--- src/rtl/bus_coherence_ctrl.sv ---
// bus_coherence_ctrl: two-core snooping coherence controller sharing one RAM port.
// Ports:
//   CLK, nRST           clock, asynchronous active-low reset
//   dREN/dWEN/cctrans/ccwrite/daddr/dstore [c]  dcache requests and snoop acks per core
//   dwait/dload/ccwait/ccinv/ccsnoopaddr [c]    stall, read data, snoop request, grant/invalidate, snoop address
//   ramREN/ramWEN/ramaddr/ramstore/ramload/ram_ack  shared RAM port
// Macro SNOOP_FORWARD_EN: when defined, a dirty peer's writeback data is forwarded
// straight to the reading core and the RAM reload (LD1/LD2) is skipped.
module bus_coherence_ctrl (
  input  logic             CLK,
  input  logic             nRST,
  input  logic [1:0]       dREN,
  input  logic [1:0]       dWEN,
  input  logic [1:0]       cctrans,
  input  logic [1:0]       ccwrite,
  input  logic [1:0][31:0] daddr,
  input  logic [1:0][31:0] dstore,
  output logic [1:0]       dwait,
  output logic [1:0][31:0] dload,
  output logic [1:0]       ccwait,
  output logic [1:0]       ccinv,
  output logic [1:0][31:0] ccsnoopaddr,
  output logic             ramREN,
  output logic             ramWEN,
  output logic [31:0]      ramaddr,
  output logic [31:0]      ramstore,
  input  logic [31:0]      ramload,
  input  logic             ram_ack
);
  typedef enum logic [3:0] {IDLE, ARB, SNOOP, PEERWB1, PEERWB2, LD1, LD2, UPG, DWB} state_t;
  state_t state_q, state_d;
  logic [31:0] a_q, a_d;
  logic last_q, last_d, r_q, r_d, upg_q, upg_d, wr_q, wr_d;
  logic [1:0] rd, up, wb, req;
  logic p, pick;
  assign rd   = cctrans & dREN;
  assign up   = cctrans & ccwrite & ~dREN & ~dWEN;
  assign wb   = dWEN & ~cctrans;
  assign req  = rd | up | wb;
  assign p    = ~r_q;
  // last_q names the core favoured on the next tie; it flips to the other core once a transaction completes
  assign pick = (req[0] & req[1]) ? last_q : req[1];
  always_ff @(posedge CLK or negedge nRST) begin
    if (!nRST) begin
      state_q <= IDLE;
      a_q     <= '0;
      last_q  <= 1'b0;
      r_q     <= 1'b0;
      upg_q   <= 1'b0;
      wr_q    <= 1'b0;
    end else begin
      state_q <= state_d;
      a_q     <= a_d;
      last_q  <= last_d;
      r_q     <= r_d;
      upg_q   <= upg_d;
      wr_q    <= wr_d;
    end
  end
  always_comb begin
    state_d     = state_q;
    a_d         = a_q;
    last_d      = last_q;
    r_d         = r_q;
    upg_d       = upg_q;
    wr_d        = wr_q;
    dwait       = '1;
    dload       = '0;
    ccwait      = '0;
    ccinv       = '0;
    ccsnoopaddr = '0;
    ramREN      = 1'b0;
    ramWEN      = 1'b0;
    ramaddr     = '0;
    ramstore    = '0;
    case (state_q)
      IDLE: state_d = |req ? ARB : IDLE;
      ARB: begin
        r_d     = pick;
        a_d     = daddr[pick];
        upg_d   = up[pick];
        wr_d    = ccwrite[pick];
        state_d = !(|req) ? IDLE : wb[pick] ? DWB : SNOOP;
      end
      SNOOP: begin
        ccwait[p]      = 1'b1;
        ccsnoopaddr[p] = a_q;
        ccinv[p]       = upg_q | wr_q;
        if (cctrans[p]) state_d = ccwrite[p] ? PEERWB1 : upg_q ? UPG : LD1;
      end
      PEERWB1, PEERWB2: begin
        ramWEN   = 1'b1;
        ramaddr  = daddr[p];
        ramstore = dstore[p];
        dwait[p] = ~ram_ack;
`ifdef SNOOP_FORWARD_EN
        if (!upg_q) begin
          dload[r_q] = dstore[p];
          dwait[r_q] = ~ram_ack;
        end
        if (ram_ack) state_d = (state_q == PEERWB1) ? PEERWB2 : upg_q ? UPG : IDLE;
`else
        if (ram_ack) state_d = (state_q == PEERWB1) ? PEERWB2 : upg_q ? UPG : LD1;
`endif
      end
      LD1, LD2: begin
        ramREN     = 1'b1;
        ramaddr    = {a_q[31:3], state_q == LD2, 2'b00};
        dload[r_q] = ramload;
        dwait[r_q] = ~ram_ack;
        ccinv[r_q] = 1'b1;
        if (ram_ack) state_d = (state_q == LD1) ? LD2 : IDLE;
      end
      UPG: begin
        ccinv[r_q] = 1'b1;
        dwait[r_q] = 1'b0;
        state_d    = IDLE;
      end
      DWB: begin
        ramWEN     = 1'b1;
        ramaddr    = daddr[r_q];
        ramstore   = dstore[r_q];
        dwait[r_q] = ~ram_ack;
        if (ram_ack) state_d = IDLE;
      end
      default: state_d = IDLE;
    endcase
    if (state_d == IDLE && state_q != IDLE && state_q != ARB) last_d = ~r_q;
  end
endmodule

--- config.mk ---
export PLATFORM = sky130hd
export DESIGN_NAME = bus_coherence_ctrl
export DESIGN_NICKNAME = d
export VERILOG_FILES = /design/src/rtl/bus_coherence_ctrl.sv
export SDC_FILE = /design/constraint.sdc
export NUM_CORES = 1
export LEC_CHECK = 0
export CORE_AREA = 4 4 140 142
export DETAILED_ROUTE_END_ITERATION = 6
export DIE_AREA = 0 0 144 146
export PLACE_DENSITY_LB_ADDON = 0.12
export SYNTH_ARGS = -nofsm -noshare
export SYNTH_HDL_FRONTEND = slang
export SYNTH_SLANG_ARGS = --single-unit
--- constraint.sdc ---
create_clock -name CLK -period 2.6 [get_ports CLK]
set_clock_uncertainty 0.1 [all_clocks]
set_input_delay 0.52 -clock CLK [delete_from_list [all_inputs] [get_ports CLK]]
set_output_delay 0.52 -clock CLK [all_outputs]
set_load 0.01 [all_outputs]
==> metrics.cfg, run 1 <==
[run_status]
status=finished, violations left
violations=negative setup slack

[clock_tree]
cts_root_buffer=clkbuf_16
numCtsBuffers=5
cts.sinks=40
cts_tree=done
cts_buffer_depth=2
clock_latency_ns=0.29
clk_pin_slew_ns=0.06
h-tree-depth=2

[route]
vias=7891
viasPerCell=5.85
first_iter_violations=534
drt-wirelength-per-cell_um=21.9
finalWirelength_um=29600
final_antenna_net_count=0
drcViolationCount=0
first_pass_iters=5

[synth]
syn_area_um2=5030
synth.top_cells.by_count=and3_1 (128), a221oi_1 (95), clkbuf_1 (72), a21oi_1 (43), nor2_1 (42)
synth-seq-cells=40
yosysWarnings=0
post-synth-top-count-cell=and3_1
mappedNetlistNets=897
netlist_instances=726
synth_top_area_cell=dfrtp_1
synth-main-ff-cell=dfrtp_1
synth_edf_count=0
syn_area_per_cell_um2=6.93
synth_top_area_share_pct=19.9
synth_sequential_area_ratio_pct=19.9
async_flop_share_pct=100
synthTopCellsByArea=dfrtp_1 (20%), a221oi_1 (17%), and3_1 (16%), clkbuf_1 (5.4%), a22oi_1 (5.1%)
synthDistinctLibCells=47

[timing]
fin_ws_ns=-0.153
setup_viol=74
slew_headroom_pct=63.7
hold_viol=0
post-route-min-period_ns=2.75
maxSlewViolCount=0
tightest_slew_ns=0.544
fin_tns_setup_ns=-4.52
clock.fmax_mhz=363
fin_crit_sh_pct=106
rsz0062_at_grt=true

[power]
p_seq_share_pct=10.5
p_per_area_nw_per_um2=1170
peakVddDrop_mv=0.577
p_sw_uw=5740
swShare_pct=47.3
pwr-share-clk_pct=5.2
combinationalPowerShare_pct=84.3
p_int_uw=6390
p_leak_uw=0.00460

[global_routing]
grt_max_degree=61
first_global_vias=7405
grt_pass1_wl_um=42900
grt.total_usage_pct=25.4
grt_overflow=0
antenna_found_initial=1

[critical_path]
critPathMaxFanout=7
crit_slowest_cell=or3b_4
reg2regPathDepth=8
cp_cell_sequence=or3b_4 > a21oi_4 > buf_6 > buf_12 > buf_6 > buf_8 > a22oi_2 > a21oi_2 > buf_2
cp-start-kind=flop
cpMostUsedCell=buf_6
end_kind=primary output
crit_required_ns=1.98
crit_arrival_ns=2.13
cpPeakStageDelay_ns=0.41
crit_type=flop to primary output

[die]
die_w_um=144
die_area_um2=21000
fp.dieH_um=146
std_cell_rows=50
ios=371
start_util_pct=27.2
core_area_um2=18500

[final_layout]
drive_gt1_share_pct=36.1
final_nets=1284
syn2layout_area_growth_pct=105
finalInstanceArea_um2=10300
post-route-util_pct=55.9

[worst_hold_path]
hp-class=input pin to async pin

[placed_design]
gp_congestion=0.860
post_dp_cell_area_um2=9360
port_buffers=370
place_ws_ns=-0.217
hpwl_um=19700

[job]
cap_violations=0

-- placed cells by master (no fill, tap or decap), drive strengths merged, types with 2 or more instances in the layout --
master	instances
dfrtp	40
xnor2	2
nor2b	6
dlygate4sd2	20
nand2b	7
a221oi	95
nor3b	2
clkbuf	72
inv	6
nor2	42
nor3	4
nor4b	3
mux2i	3
o21ai	72
nand2	35
o32ai	3
a211oi	3
a31oi	35
and3	128
clkdlybuf4s50	169
a22oi	34
buf	226
nand3	40
a21oi	43
and2	2
-- per-layer routing --
metal  track usage (%)  share of wire, %
met1              32.2                40
met2              42.3                49
met3              5.49               7.3
met4              8.80               3.0
met5                 0                 0
-- final timing paths --
path / from / endpoint / slack, ns
max: state_q[0]$_DFF_PN0_ / ramstore[27] / -0.15
min: nRST / upg_q$_DFFE_PN0P_ / 0.10
max reg2reg: state_q[0]$_DFF_PN0_ / last_q$_DFFE_PN0P_ / 0.52
min reg2reg: a_q[2]$_DFFE_PN0P_ / a_q[2]$_DFFE_PN0P_ / 0.47
max in group asynchronous: nRST / a_q[10]$_DFFE_PN0P_ / 1.71
min in group CLK: a_q[2]$_DFFE_PN0P_ / a_q[2]$_DFFE_PN0P_ / 0.47
-- state kept, by name (all words and copies together) (netlist names) --
register / cells
a_q: 32
state_q: 4
last_q: 1
r_q: 1
upg_q: 1
wr_q: 1
-- power by group through the flow --
| stage | logic, uW | registers [uW] | clock network [uW] |
|---|---|---|---|
| after global placement | 8860 | 1260 | 0 |
| after CTS | 9490 | 1270 | 647 |
| after global routing | 10900 | 1320 | 675 |
| after detailed placement | 8880 | 1270 | 0 |
| final | 10200 | 1270 | 635 |
| after floorplan | 4380 | 1120 | 0 |
-- layout make-up --
cell class	instances	area (um^2)
Antenna cell	1	2.50
Sequential cell	40	1000
Multi-Input combinational cell	577	4190
Fill cell	1751	8130
Timing Repair Buffer	483	4660
Tap cell	234	293
Clock buffer	6	129
Inverter	6	22.5
Clock inverter	2	12.5
-- critical path: cells and delay by family (launching register included) --
family	cells	cell delay, ns
AND/OR/NAND/NOR	1	0.41
flip-flops	1	0.38
AO/OA/AOI/OAI	3	0.39
buffers and inverters	5	0.65
-- stage by stage --
stage          hold WS [ns]  std cells  power [uW]
4_1_cts               0.118       1340       11400
6_report              0.105       1349       12100
3_5_place_dp          0.448       1285       10200
3_3_place_gp          0.429       1285       10100
2_1_floorplan         0.124        726        5500
5_1_grt               0.131       1349       12900
-- kinds of logic after synthesis --
| family | share of synthesized area [%] |
|---|---|
| xor gates and xnor gates | 0.523 |
| AOI/OAI and AO/OA | 40.1 |
| buffers and inverters | 8.86 |
| muxes | 0.821 |
| and+or+nand+nor | 29.8 |
| DFF | 19.9 |
-- what timing repair did --
item / in CTS / in global routing
hold buffers: 0 / 0
cloned: 10 / 6
pin swaps: 19 / 55
gates resized for setup: 672 / 241
setup endpoints to repair: 200 / 175
buffers inserted: 37 / 9
No activity file was read; power rests on OpenSTA's default activity.
==> inputs of run 2 (changes only) <==
--- a/config.mk
+++ b/config.mk
@@ -5,10 +5,11 @@
 export SDC_FILE = /design/constraint.sdc
 export NUM_CORES = 1
 export LEC_CHECK = 0
-export CORE_AREA = 4 4 140 142
+export CORE_AREA = 4 4 142 144
 export DETAILED_ROUTE_END_ITERATION = 6
-export DIE_AREA = 0 0 144 146
+export DIE_AREA = 0 0 146 148
 export PLACE_DENSITY_LB_ADDON = 0.12
+export SETUP_SLACK_MARGIN = 0.4
 export SYNTH_ARGS = -nofsm -noshare
 export SYNTH_HDL_FRONTEND = slang
 export SYNTH_SLANG_ARGS = --single-unit
==> run 2 against run 1 <==
  * The flow still finishes with violations (negative setup slack)
  * Wire length up 9.9%
  * Via count up 4.4%
  * First-iteration DRC count down 5.8%
  * Sequential share of layout area down 1.6 points
  * Critical path type unchanged
  * Die area up 2.8%
  * Clock power up 22%
  * Largest power group unchanged
==> metrics.cfg, run 2 (synthesized netlist as in run 1, its figures left out) <==
[run_status]
status=finished, violations left
violations=negative setup slack

[timing]
fin_hold_ws_ns=0.0505
fin_tns_setup_ns=-31.51
tightest_slew_ns=0.526
hold_viol=0
post-route-min-period_ns=2.91
rsz0062_at_grt=true
fin_ws_ns=-0.306
setup_viol=190
fin_crit_sh_pct=112
slew_headroom_pct=64.4
clock.fmax_mhz=344
maxSlewViolCount=0

[final_layout]
top_regs=a_q: 32 flops, state_q: 4 flops
fill_cells=1507
largest_reg_flops=32
final_common_cell=clkdlybuf4s50_1
syn2layout_area_growth_pct=145
final_nets=1351
regMostFlops=a_q
final_cell_mix=clkdlybuf4s50_1 (169), buf_6 (158), buf_2 (97)
insertedDiodeCount=0
post-route-util_pct=65.8
drive_gt1_share_pct=52.8

[route]
finalWirelength_um=32500
drcViolationCount=0
final_antenna_net_count=0
first_pass_iters=5
first_iter_violations=503
vias=8236
drt-wirelength-per-cell_um=23.0
viasPerCell=5.82

[clock_tree]
h-tree-depth=2
numCtsBuffers=5
cts.sinks=40
cts_root_buffer=clkbuf_16
cts_buffer_depth=2
cts_tree=done
clock_latency_ns=0.29
cts_hold_buf=0
clk_pin_slew_ns=0.06

[placed_design]
gp_congestion=0.890
hpwl_um=19700
port_buffers=370

[die]
die_w_um=146
ios=371
start_util_pct=26.9
std_cell_rows=50
fp.dieH_um=148
core_area_um2=18700
die_area_um2=21600

[power]
p_leak_uw=0.00515
p_per_area_nw_per_um2=1220
peakVddDrop_mv=0.571

[global_routing]
antenna_found_initial=0
grt.total_usage_pct=25.7
first_global_vias=7571
grt_pass1_wl_um=44800
grt_overflow=0
grt_max_degree=50

[critical_path]
crit_arrival_ns=2.29
end_kind=primary output
cp-start-kind=flop
crit_type=flop to primary output
critPathMaxFanout=4
crit_required_ns=1.98

[worst_hold_path]
hp-class=input pin to async pin

[job]
cap_violations=0

## run 2: cell types whose count changed in the layout (fill, tap and decap cells not counted), sizes merged
| cell | previous run | this run |
|---|---|---|
| clkbuf | 72 | 19 |
| bufinv | 0 | 1 |
| bufbuf | 1 | 0 |
| dlygate4sd2 | 20 | 0 |
| clkdlybuf4s15 | 1 | 0 |
| clkinvlp | 1 | 0 |
| buf | 226 | 368 |
| diode | 1 | 0 |
## run 2: area by class of cell
class	instances	area, um^2	area share [%]
timing repair buffer	550	5990	48.6
multi-input combinational	577	4830	39.2
sequential	40	1000	8.16
tap	234	293	2.38
clock buffer	6	139	1.13
clock inverter	2	38.8	0.315
inverter	6	22.5	0.183
## run 2: where the power goes
part           internal (uW)  total [uW]  switching [uW]
Sequential               934        1310             378
Combinational           6880       12900            6010
Clock                    482         776             294
## run 2: worst paths after layout
| path | from | endpoint | slack [ns] | cells after the start |
|---|---|---|---|---|
| min in group CLK | a_q[2]$_DFFE_PN0P_ | a_q[2]$_DFFE_PN0P_ | 0.48 | 2 |
| setup / recovery | state_q[2]$_DFF_PN0_ | ccinv[0] | -0.31 | 12 |
| hold / removal | nRST | last_q$_DFFE_PN0P_ | 0.05 | 1 |
| hold reg to reg | a_q[2]$_DFFE_PN0P_ | a_q[2]$_DFFE_PN0P_ | 0.48 | 2 |
| setup reg to reg | state_q[2]$_DFF_PN0_ | last_q$_DFFE_PN0P_ | 0.26 | 13 |
| max in group asynchronous | nRST | a_q[21]$_DFFE_PN0P_ | 1.72 | 2 |
## run 2: per-layer routing
metal  track usage (%)  routed length (um)
met5                 0                   0
met4              8.94                 897
met3              6.99                2480
met2              43.2               16400
met1              31.8               12800
## run 2: timing repair
action,in CTS,in global routing
cloned,14,18
pin swaps,9,79
endpoints found under the setup margin,200,223
buffers inserted,47,30
resized for setup,835,406
## run 2: metrics by stage
stage	total power, uW	cell area, um^2	cells	setup WS, ns
after floorplan	5940	5280	726	0.382
after global placement	10600	9660	1298	-0.173
after detailed placement	10700	9660	1298	-0.182
after CTS	12100	10200	1367	-0.349
after global routing	15800	12300	1415	-0.363
final	15000	12300	1415	-0.306
## run 2: critical path, stage by stage (launching register included)
cell,delay [ns]
dfrtp_1,0.43
buf_6,0.14
buf_8,0.11
nor4b_4,0.25
buf_6,0.13
buf_6,0.08
buf_6,0.10
buf_6,0.09
buf_6,0.12
buf_6,0.10
o21ai_4,0.05
o21bai_1,0.21
buf_2,0.18
